<file path="src/rtl/div_unit.sv">
// Radix-2 restoring 32-bit divider (DIV/DIVU); result {rem, quo} for HI/LO.
// Latency: ready pulses 33 cycles after the start capture; 1 cycle for divide-by-zero.
// Backpressure: none; execute holds start and stalls; dropping start or annul aborts.
module div_unit (
  input  logic        clk,
  input  logic        resetn,
  input  logic        start,
  input  logic        signed_div,
  input  logic [31:0] srca,
  input  logic [31:0] srcb,
  input  logic        annul,
  output logic [63:0] result,
  output logic        ready,
  output logic        busy
);

  typedef enum logic [1:0] {
    S_IDLE = 2'd0,
    S_BUSY = 2'd1,
    S_DONE = 2'd2
  } state_t;

  state_t      state;
  logic [5:0]  cnt;
  logic [31:0] rem;
  logic [31:0] quo;
  logic [31:0] dvsr;
  logic        neg_q;
  logic        neg_r;

  logic [31:0] abs_a;
  logic [31:0] abs_b;
  logic [32:0] rem_sh;
  logic [32:0] diff;
  logic [31:0] rem_nx;
  logic [31:0] quo_nx;
  logic [31:0] rem_fix;
  logic [31:0] quo_fix;

  // Operand magnitudes; 0x80000000 maps to itself and is then treated as unsigned.
  always_comb begin
    abs_a = (signed_div && srca[31]) ? (32'd0 - srca) : srca;
    abs_b = (signed_div && srcb[31]) ? (32'd0 - srcb) : srcb;
  end

  // One restoring step: shift {rem, quo} left, trial-subtract the divisor in 33 bits.
  always_comb begin
    rem_sh = {rem, quo[31]};
    diff   = rem_sh - {1'b0, dvsr};
    if (!diff[32]) begin
      rem_nx = diff[31:0];
      quo_nx = {quo[30:0], 1'b1};
    end else begin
      rem_nx = rem_sh[31:0];
      quo_nx = {quo[30:0], 1'b0};
    end
    rem_fix = neg_r ? (32'd0 - rem_nx) : rem_nx;
    quo_fix = neg_q ? (32'd0 - quo_nx) : quo_nx;
  end

  // Control FSM and datapath registers; annul outranks every other transition.
  always_ff @(posedge clk) begin
    if (!resetn) begin
      state  <= S_IDLE;
      cnt    <= 6'd0;
      rem    <= 32'd0;
      quo    <= 32'd0;
      dvsr   <= 32'd0;
      neg_q  <= 1'b0;
      neg_r  <= 1'b0;
      result <= 64'd0;
      ready  <= 1'b0;
      busy   <= 1'b0;
    end else if (annul) begin
      state <= S_IDLE;
      ready <= 1'b0;
      busy  <= 1'b0;
    end else begin
      ready <= 1'b0;
      case (state)
        S_IDLE: begin
          if (start) begin
            busy <= 1'b1;
            if (srcb == 32'd0) begin
              // Divide by zero: raw dividend to HI, all-ones to LO, no sign fix.
              result <= {srca, 32'hFFFF_FFFF};
              ready  <= 1'b1;
              state  <= S_DONE;
            end else begin
              neg_q <= signed_div & (srca[31] ^ srcb[31]);
              neg_r <= signed_div & srca[31];
              quo   <= abs_a;
              rem   <= 32'd0;
              dvsr  <= abs_b;
              cnt   <= 6'd0;
              state <= S_BUSY;
            end
          end else begin
            busy <= 1'b0;
          end
        end
        S_BUSY: begin
          if (!start) begin
            // Execute withdrew the request (flush or instruction change).
            state <= S_IDLE;
            busy  <= 1'b0;
          end else begin
            rem <= rem_nx;
            quo <= quo_nx;
            cnt <= cnt + 6'd1;
            if (cnt == 6'd31) begin
              result <= {rem_fix, quo_fix};
              ready  <= 1'b1;
              state  <= S_DONE;
            end
          end
        end
        S_DONE: begin
          // start is not looked at here; execute may drop it combinationally.
          state <= S_IDLE;
          busy  <= 1'b0;
        end
        default: begin
          state <= S_IDLE;
          busy  <= 1'b0;
        end
      endcase
    end
  end

endmodule

</file>
<file path="config.mk">
export PLATFORM = sky130hd
export DESIGN_NAME = div_unit
export DESIGN_NICKNAME = d
export VERILOG_FILES = /design/src/rtl/div_unit.sv
export SDC_FILE = /design/constraint.sdc
export NUM_CORES = 1
export LEC_CHECK = 0
export CAP_MARGIN = 20
export CORE_MARGIN = 8
export CORE_UTILIZATION = 50
export DETAILED_ROUTE_END_ITERATION = 8
export GPL_TIMING_DRIVEN = 0
export PLACE_DENSITY = 0.84
export SYNTH_ARGS = -nofsm -noshare
export SYNTH_HDL_FRONTEND = slang
export SYNTH_SLANG_ARGS = --single-unit
</file>
<file path="constraint.sdc">
create_clock -name clk -period 11.1 [get_ports clk]
set_clock_uncertainty 0.1 [all_clocks]
set_input_delay 2.775 -clock clk [delete_from_list [all_inputs] [get_ports clk]]
set_output_delay 2.775 -clock clk [all_outputs]
set_load 0.01 [all_outputs]
</file>
==> results.ini, run 1 <==
[detailed_routing]
avgViaCountPerCell = 6.11
vias = 13100
wl_per_cell_um = 20.3
wl_um = 43600
postRouteAntennaNets = 0
route.detailed.drc = 0
first_iter_violations = 1125
first_pass_iters = 5

[die]
rows = 57
die-area_sq_mm = 0.0294
initial_core_util_pct = 50.2
die_h_um = 171
die_x_um = 171
pin_count = 135
core_area_sq_mm = 0.0240

[setup_path]
reg2reg_depth = 24
startpoint_type = primary input
reg2reg_from = quo[31]
critPathArrivalTime_ps = 7050
worstSetupPathType = primary input to flip-flop
end_kind = flip-flop
cp_data_required_time_ps = 11380
critPathMaxFanout = 10
rrSetupSlack_ps = 4360
timing.rr.end = result[58]

[cells_and_area]
nNetsFinal = 1916
fin_util_pct = 59.9
final_area_sq_mm = 0.0144
insertedDiodeCount = 0
mostFrequentLayoutCell = nor2_1
syn2layout_area_growth_pct = 19.2
drive_above_1_share_pct = 4.17
final_cell_mix = nor2_1, nand2_1, a21oi_1

[worst_hold_path]
min_from = busy
hold_path_class = flip-flop to flip-flop
worstHoldPathCells = 2
whs_endpoint = busy

[clock_network]
cts.clk_slew.worst_paths_ps = 80
cts_inserted_buffers = 17
cts_tree = done
clockRootBuffer = clkbuf_16
cts_resized = 0
clk_latency_ps = 450
ctsHtreeMaxLevel = 4
cts_max_path_buffers = 2
clock_sinks = 172
post_cts_buffers = 0
postCtsHoldBufs = 0

[flow_run]
maxCapViolations = 0

[logic_synthesis]
synth_nets = 1764
async_flop_share_pct = 0
syn_area_sq_mm = 0.0121
synth_cells = 1657
synth_edf_count = 0
ys_ff_latch = 172
seq_area_frac_synth_pct = 28.5
synth_warnings = 0
ys_dominant_reg_cell = dfxtp_1
ys_types = 80
synth_area_per_cell_sq_um = 7.29

[place]
gp_congestion = 0.997
port_buffers = 132
place_area_sq_mm = 0.0138
hpwl_um = 34700

[global_routing]
antenna_found_initial = 0
grt_pass1_vias = 12700
grt_usage_pct = 29.1
grt_pass1_wl_um = 67100
grt_max_degree = 19
overflow = 0

[timing]
rsz0062_at_grt = no
finalSetupViolations = 0
setup-tns-final_ps = 0
period_minus_slack_ps = 6770
fmax_mhz = 148
finalHoldViolations = 0
final-max-slew-violation-count = 0
worstMarginPinSlew_ps = 1060
period_share_pct = 61.0
slew_headroom_pct = 28.5

[status]
status = complete, no violations

[pwr]
vdd_drop_max_mv = 0.0771
power_density_mw_per_mm2 = 112
p_leak_nw = 5.37

[sequential cells by signal (all words and copies together) (netlist names)]
signal and cells:
busy 1, cnt 6, dvsr 32, neg_q 1
neg_r 1, quo 32, ready 1, rem 32
result 64, state 2
[logic make-up (layout without fill, tap and decap cells)]
kind of cell / count (synthesis) / count (layout) / synth area share, %
flops: 172 / 172 / 28.5
buf+inv: 154 / 319 / 5.02
simple gates: 616 / 616 / 23.0
fa+ha+maj: 38 / 38 / 4.00
mux: 32 / 32 / 2.77
compound gates: 516 / 516 / 27.4
xor+xnor: 129 / 129 / 9.36
[per-layer routing]
metal  up-vias  GRT usage (%)  share of wire, %
li1       6282              -                 -
met1      5940           34.0                40
met2       734           49.1                46
met3       150           5.49               9.3
met4         0           17.6               5.4
met5         -              0                 0
[cell usage after synthesis, types with 9 or more instances]
master,count,area [sq um]
a311oi_1,22,193
xnor2_1,49,429
and3_1,9,56.3
o21ai_0,97,485
nand2b_1,13,81.3
dfxtp_1,172,3440
nor4_1,18,113
a21oi_1,178,891
a22oi_1,10,75.1
a211oi_1,48,360
nor3_1,45,225
buf_2,10,50.1
o31ai_1,24,180
clkbuf_1,75,282
nand4_1,14,87.6
nand2_1,190,713
or3_1,23,144
ha_1,37,463
a21o_1,11,82.6
nand3_1,28,140
buf_1,12,45.0
nor2_1,235,882
o211ai_1,37,278
mux2i_1,23,230
inv_1,53,199
a31oi_1,18,113
xor2_1,80,701
[through the flow]
step           worst slack [ps]  std cells  total power, mW  hold slack (ps)
2_1_floorplan              5850       1657            0.890              332
3_3_place_gp               4010       2113             1.01              337
3_5_place_dp               3980       2113             1.01              341
4_1_cts                    4420       2145             1.60              351
5_1_grt                    4020       2146             1.67              375
6_report                   4330       2146             1.61              347
[worst max-delay path, stage by stage]
cell and delay [ps]:
clkdlybuf4s50_1 470, inv_1 110, ha_1 190, inv_1 60, nor3_1 500, nand3_1 180
nor4_1 380, nand2_1 290, o21a_1 250, clkbuf_1 220, nand2_1 420, buf_1 670
nand2_1 350, nor2_1 180
[area by class of cell]
| type | instances | area [sq um] |
|---|---|---|
| multi-input cells | 1331 | 8020 |
| well taps | 324 | 405 |
| clock inverters | 14 | 146 |
| fillers | 2237 | 9640 |
| inverters | 56 | 218 |
| clock buffers | 18 | 439 |
| plain buffers | 98 | 388 |
| repair buffers | 133 | 1330 |
| flip-flops and latches | 172 | 3440 |
[worst max path at each step]
stage / startpoint / end / slack [ps]
finish: srcb[0] / cnt[5] / 4330
floorplan: srca[9] / quo[29] / 5850
global placement: srcb[0] / rem[0] / 4010
CTS: srcb[0] / cnt[5] / 4420
detailed placement: srcb[0] / cnt[5] / 3980
global route: srcb[0] / cnt[5] / 4020
[report_power, final]
part	internal, mW	switching, mW
combinational	0.131	0.223
sequential	0.637	0.0163
clock	0.306	0.299
No activity file was read; power rests on OpenSTA's default activity.
==> inputs of run 2 (changes only) <==
==> constraint.sdc (replaced) <==
create_clock -name clk -period 6.6 [get_ports clk]
set_clock_uncertainty 0.1 [all_clocks]
set_input_delay 1.65 -clock clk [delete_from_list [all_inputs] [get_ports clk]]
set_output_delay 1.65 -clock clk [all_outputs]
set_load 0.01 [all_outputs]
==> run 2 against run 1 <==
Hold slack hardly changed; via count increased by 0.48%; setup slack worse by 4000 ps; combinational power up 69%; utilization grew 0.14 points; global-route usage barely moved; die area is the same; count of clock-buffer cells in the layout is the same; total power increased by 68%; first-iteration DRC count shrank 0.71%; non-clock buffer count is 2 higher; register-to-register slack worse by 4000 ps; highest routed layer unchanged.
==> results.ini, run 2 (synthesis gave the netlist of run 1 again) <==
[status]
status = complete, no violations  ; unchanged

[setup_path]
worstSetupPathType = flip-flop to flip-flop  ; was primary input to flip-flop
reg2reg_from = quo[31]  ; unchanged
startpoint_type = flip-flop  ; was primary input
cp_data_required_time_ps = 6840  ; was 11380 ps
critPathArrivalTime_ps = 6530  ; was 7050 ps
critPathMaxFanout = 10  ; unchanged
crit_start = quo[31]  ; was srcb[0]
end_kind = flip-flop  ; unchanged

[cells_and_area]
drive_above_1_share_pct = 4.33  ; was 4.17%
regArea_sq_mm = 0.00344  ; unchanged
final_area_sq_mm = 0.0144  ; about the same
multi_input_area_sq_mm = 0.00803  ; was 0.00802 sq mm
mostFrequentLayoutCell = nor2_1  ; unchanged
largest_register_ffs = 64  ; unchanged
top_register = result  ; unchanged
syn2layout_area_growth_pct = 19.5  ; was 19.2%
final_cell_mix = nor2_1, nand2_1, a21oi_1  ; unchanged
nNetsFinal = 1918  ; was 1916
fill_cells = 2234  ; was 2237
insertedDiodeCount = 0  ; unchanged

[die]
core_area_sq_mm = 0.0240  ; unchanged
die_h_um = 171  ; unchanged
pin_count = 135  ; unchanged
die-area_sq_mm = 0.0294  ; unchanged
initial_core_util_pct = 50.2  ; unchanged
die_x_um = 171  ; unchanged
rows = 57  ; unchanged

[place]
place_area_sq_mm = 0.0138  ; unchanged
place_ws_ps = 47.7  ; was 3980 ps
hpwl_um = 34700  ; unchanged
port_buffers = 132  ; unchanged
gp_congestion = 0.997  ; unchanged

[clock_network]
cts.clk_slew.worst_paths_ps = 70  ; was 80 ps
cts_inserted_buffers = 17  ; unchanged
clockRootBuffer = clkbuf_16  ; unchanged
ctsHtreeMaxLevel = 4  ; unchanged
cts_max_path_buffers = 2  ; unchanged
clk_latency_ps = 440  ; was 450 ps
cts_tree = done  ; unchanged
clock_sinks = 172  ; unchanged

[flow_run]
maxCapViolations = 0  ; unchanged

[pwr]
p_clk_share_pct = 37.3  ; was 37.5%
p_leak_nw = 5.38  ; was 5.37 nW
vdd_drop_max_mv = 0.129  ; was 0.0771 mV
switchingPower_mw = 0.901  ; was 0.538 mW
power.internal_mw = 1.81  ; was 1.07 mW
switching_share_pct = 33.3  ; was 33.4%
power_density_mw_per_mm2 = 188  ; was 112 mW/mm^2
pwr-share-seq_pct = 40.6  ; was 40.5%
pwr-share-comb_pct = 22.1  ; was 22.0%

[timing]
rsz0062_at_grt = no  ; unchanged
worst_slack_ps = 313  ; was 4330 ps
slew_headroom_pct = 33.3  ; was 28.5%
final-max-slew-violation-count = 0  ; unchanged
finalHoldViolations = 0  ; unchanged
period_share_pct = 95.3
worstMarginPinSlew_ps = 1000  ; was 1060 ps
finalSetupViolations = 0  ; unchanged
setup-tns-final_ps = 0  ; unchanged
period_minus_slack_ps = 6290
fmax_mhz = 159

[detailed_routing]
wl_um = 43600  ; about the same
postRouteAntennaNets = 0  ; unchanged
route.detailed.drc = 0  ; unchanged
first_iter_violations = 1117  ; was 1125
first_pass_iters = 7  ; was 5
wl_per_cell_um = 20.3  ; about the same
vias = 13200  ; was 13100
avgViaCountPerCell = 6.13  ; was 6.11

[worst_hold_path]
min_from = busy  ; unchanged
hold_path_class = flip-flop to flip-flop  ; unchanged

[global_routing]
grt_usage_pct = 29.1  ; about the same
antenna_found_initial = 0  ; unchanged
grt_max_degree = 19  ; unchanged
busiest_layer = met2  ; unchanged
use_met1_pct = 34.0  ; about the same
overflow = 0  ; unchanged
grt_pass1_wl_um = 67000  ; was 67100 um
use_met2_pct = 49.1  ; about the same
grt_pass1_vias = 12700  ; about the same
grt_use_met3_pct = 5.42  ; was 5.49%

## run 2: changes by cell type in the layout (fill, tap and decap cells not counted)
cell / change
nor4b_1: -1
nor4b_2: +1
buf_4: +1
buf_12: +1
## run 2: power groups by stage
| stage | clock [mW] | sequential, mW | combinational [mW] |
|---|---|---|---|
| 6_report | 1.01 | 1.10 | 0.599 |
| 5_1_grt | 1.05 | 1.10 | 0.649 |
| 4_1_cts | 1.01 | 1.10 | 0.584 |
| 3_5_place_dp | 0 | 1.12 | 0.581 |
| 3_3_place_gp | 0 | 1.12 | 0.571 |
| 2_1_floorplan | 0 | 1.12 | 0.378 |
## run 2: critical path, stage by stage (launching register included)
cell and delay, ps:
dfxtp_1 430, inv_1 100, ha_1 160, inv_1 60
fa_1 440, a211oi_2 280, o21ai_2 160, o2111a_1 340
o211a_1 340, nor3_4 250, buf_12 160, nor2_8 60
inv_8 120, buf_2 260, buf_2 370, nor2_1 70
a21oi_1 240, ha_1 270, nor4b_2 560, nand2_1 130
a21oi_1 170, a21o_1 210, nand4_1 230, nor3_1 270
a2111oi_0 90, a221oi_1 300
## run 2: timing repair
action                                  4_1_cts  5_1_grt
resized for setup                             0        1
hold endpoints to repair                      0        0
hold buffers                                  0        0
endpoints found under the setup margin        0       10
setup buffers                                 0        2
## run 2: per-stage QoR
stage | instances | utilization, % | total power, mW | hold WS [ps]
finish | 2148 | 60.0 | 2.71 | 347
global route | 2148 | 60.0 | 2.80 | 375
CTS | 2145 | 59.8 | 2.69 | 351
detailed placement | 2113 | 57.4 | 1.70 | 341
global placement | 2113 | 57.4 | 1.69 | 337
floorplan | 1657 | - | 1.50 | 332
## run 2: worst paths after layout
| check | slack [ps] | depth (start not counted) | end |
|---|---|---|---|
| worst max-delay path | 310 | 25 | result[58] |
| worst min-delay path | 350 | 2 | busy |
| worst max register to register | 310 | 25 | result[58] |
| worst min register to register | 350 | 2 | busy |
## run 2: final cells by class
class,instances,area share (%)
Clock inverter,14,1.01
Multi-Input combinational cell,1331,55.6
Tap cell,324,2.81
Inverter,56,1.51
Buffer,98,2.69
Sequential cell,172,23.9
Timing Repair Buffer,135,9.43
Clock buffer,18,3.04
## run 2: layer usage
metal / wire length, um / vias up
met1: 17100 / 5979
met2: 19800 / 748
li1: - / 6287
met5: 0 / -
met4: 2490 / 0
met3: 4300 / 155
==> inputs of run 3 (changes only) <==
--- a/config.mk
+++ b/config.mk
@@ -8,6 +8,7 @@
 export CAP_MARGIN = 20
 export CORE_MARGIN = 8
 export CORE_UTILIZATION = 50
+export CTS_CLUSTER_DIAMETER = 80
 export DETAILED_ROUTE_END_ITERATION = 8
 export GPL_TIMING_DRIVEN = 0
 export PLACE_DENSITY = 0.84
==> results of run 3 <==
No change in the layout: final DEF, timing and power equal those of run 2.
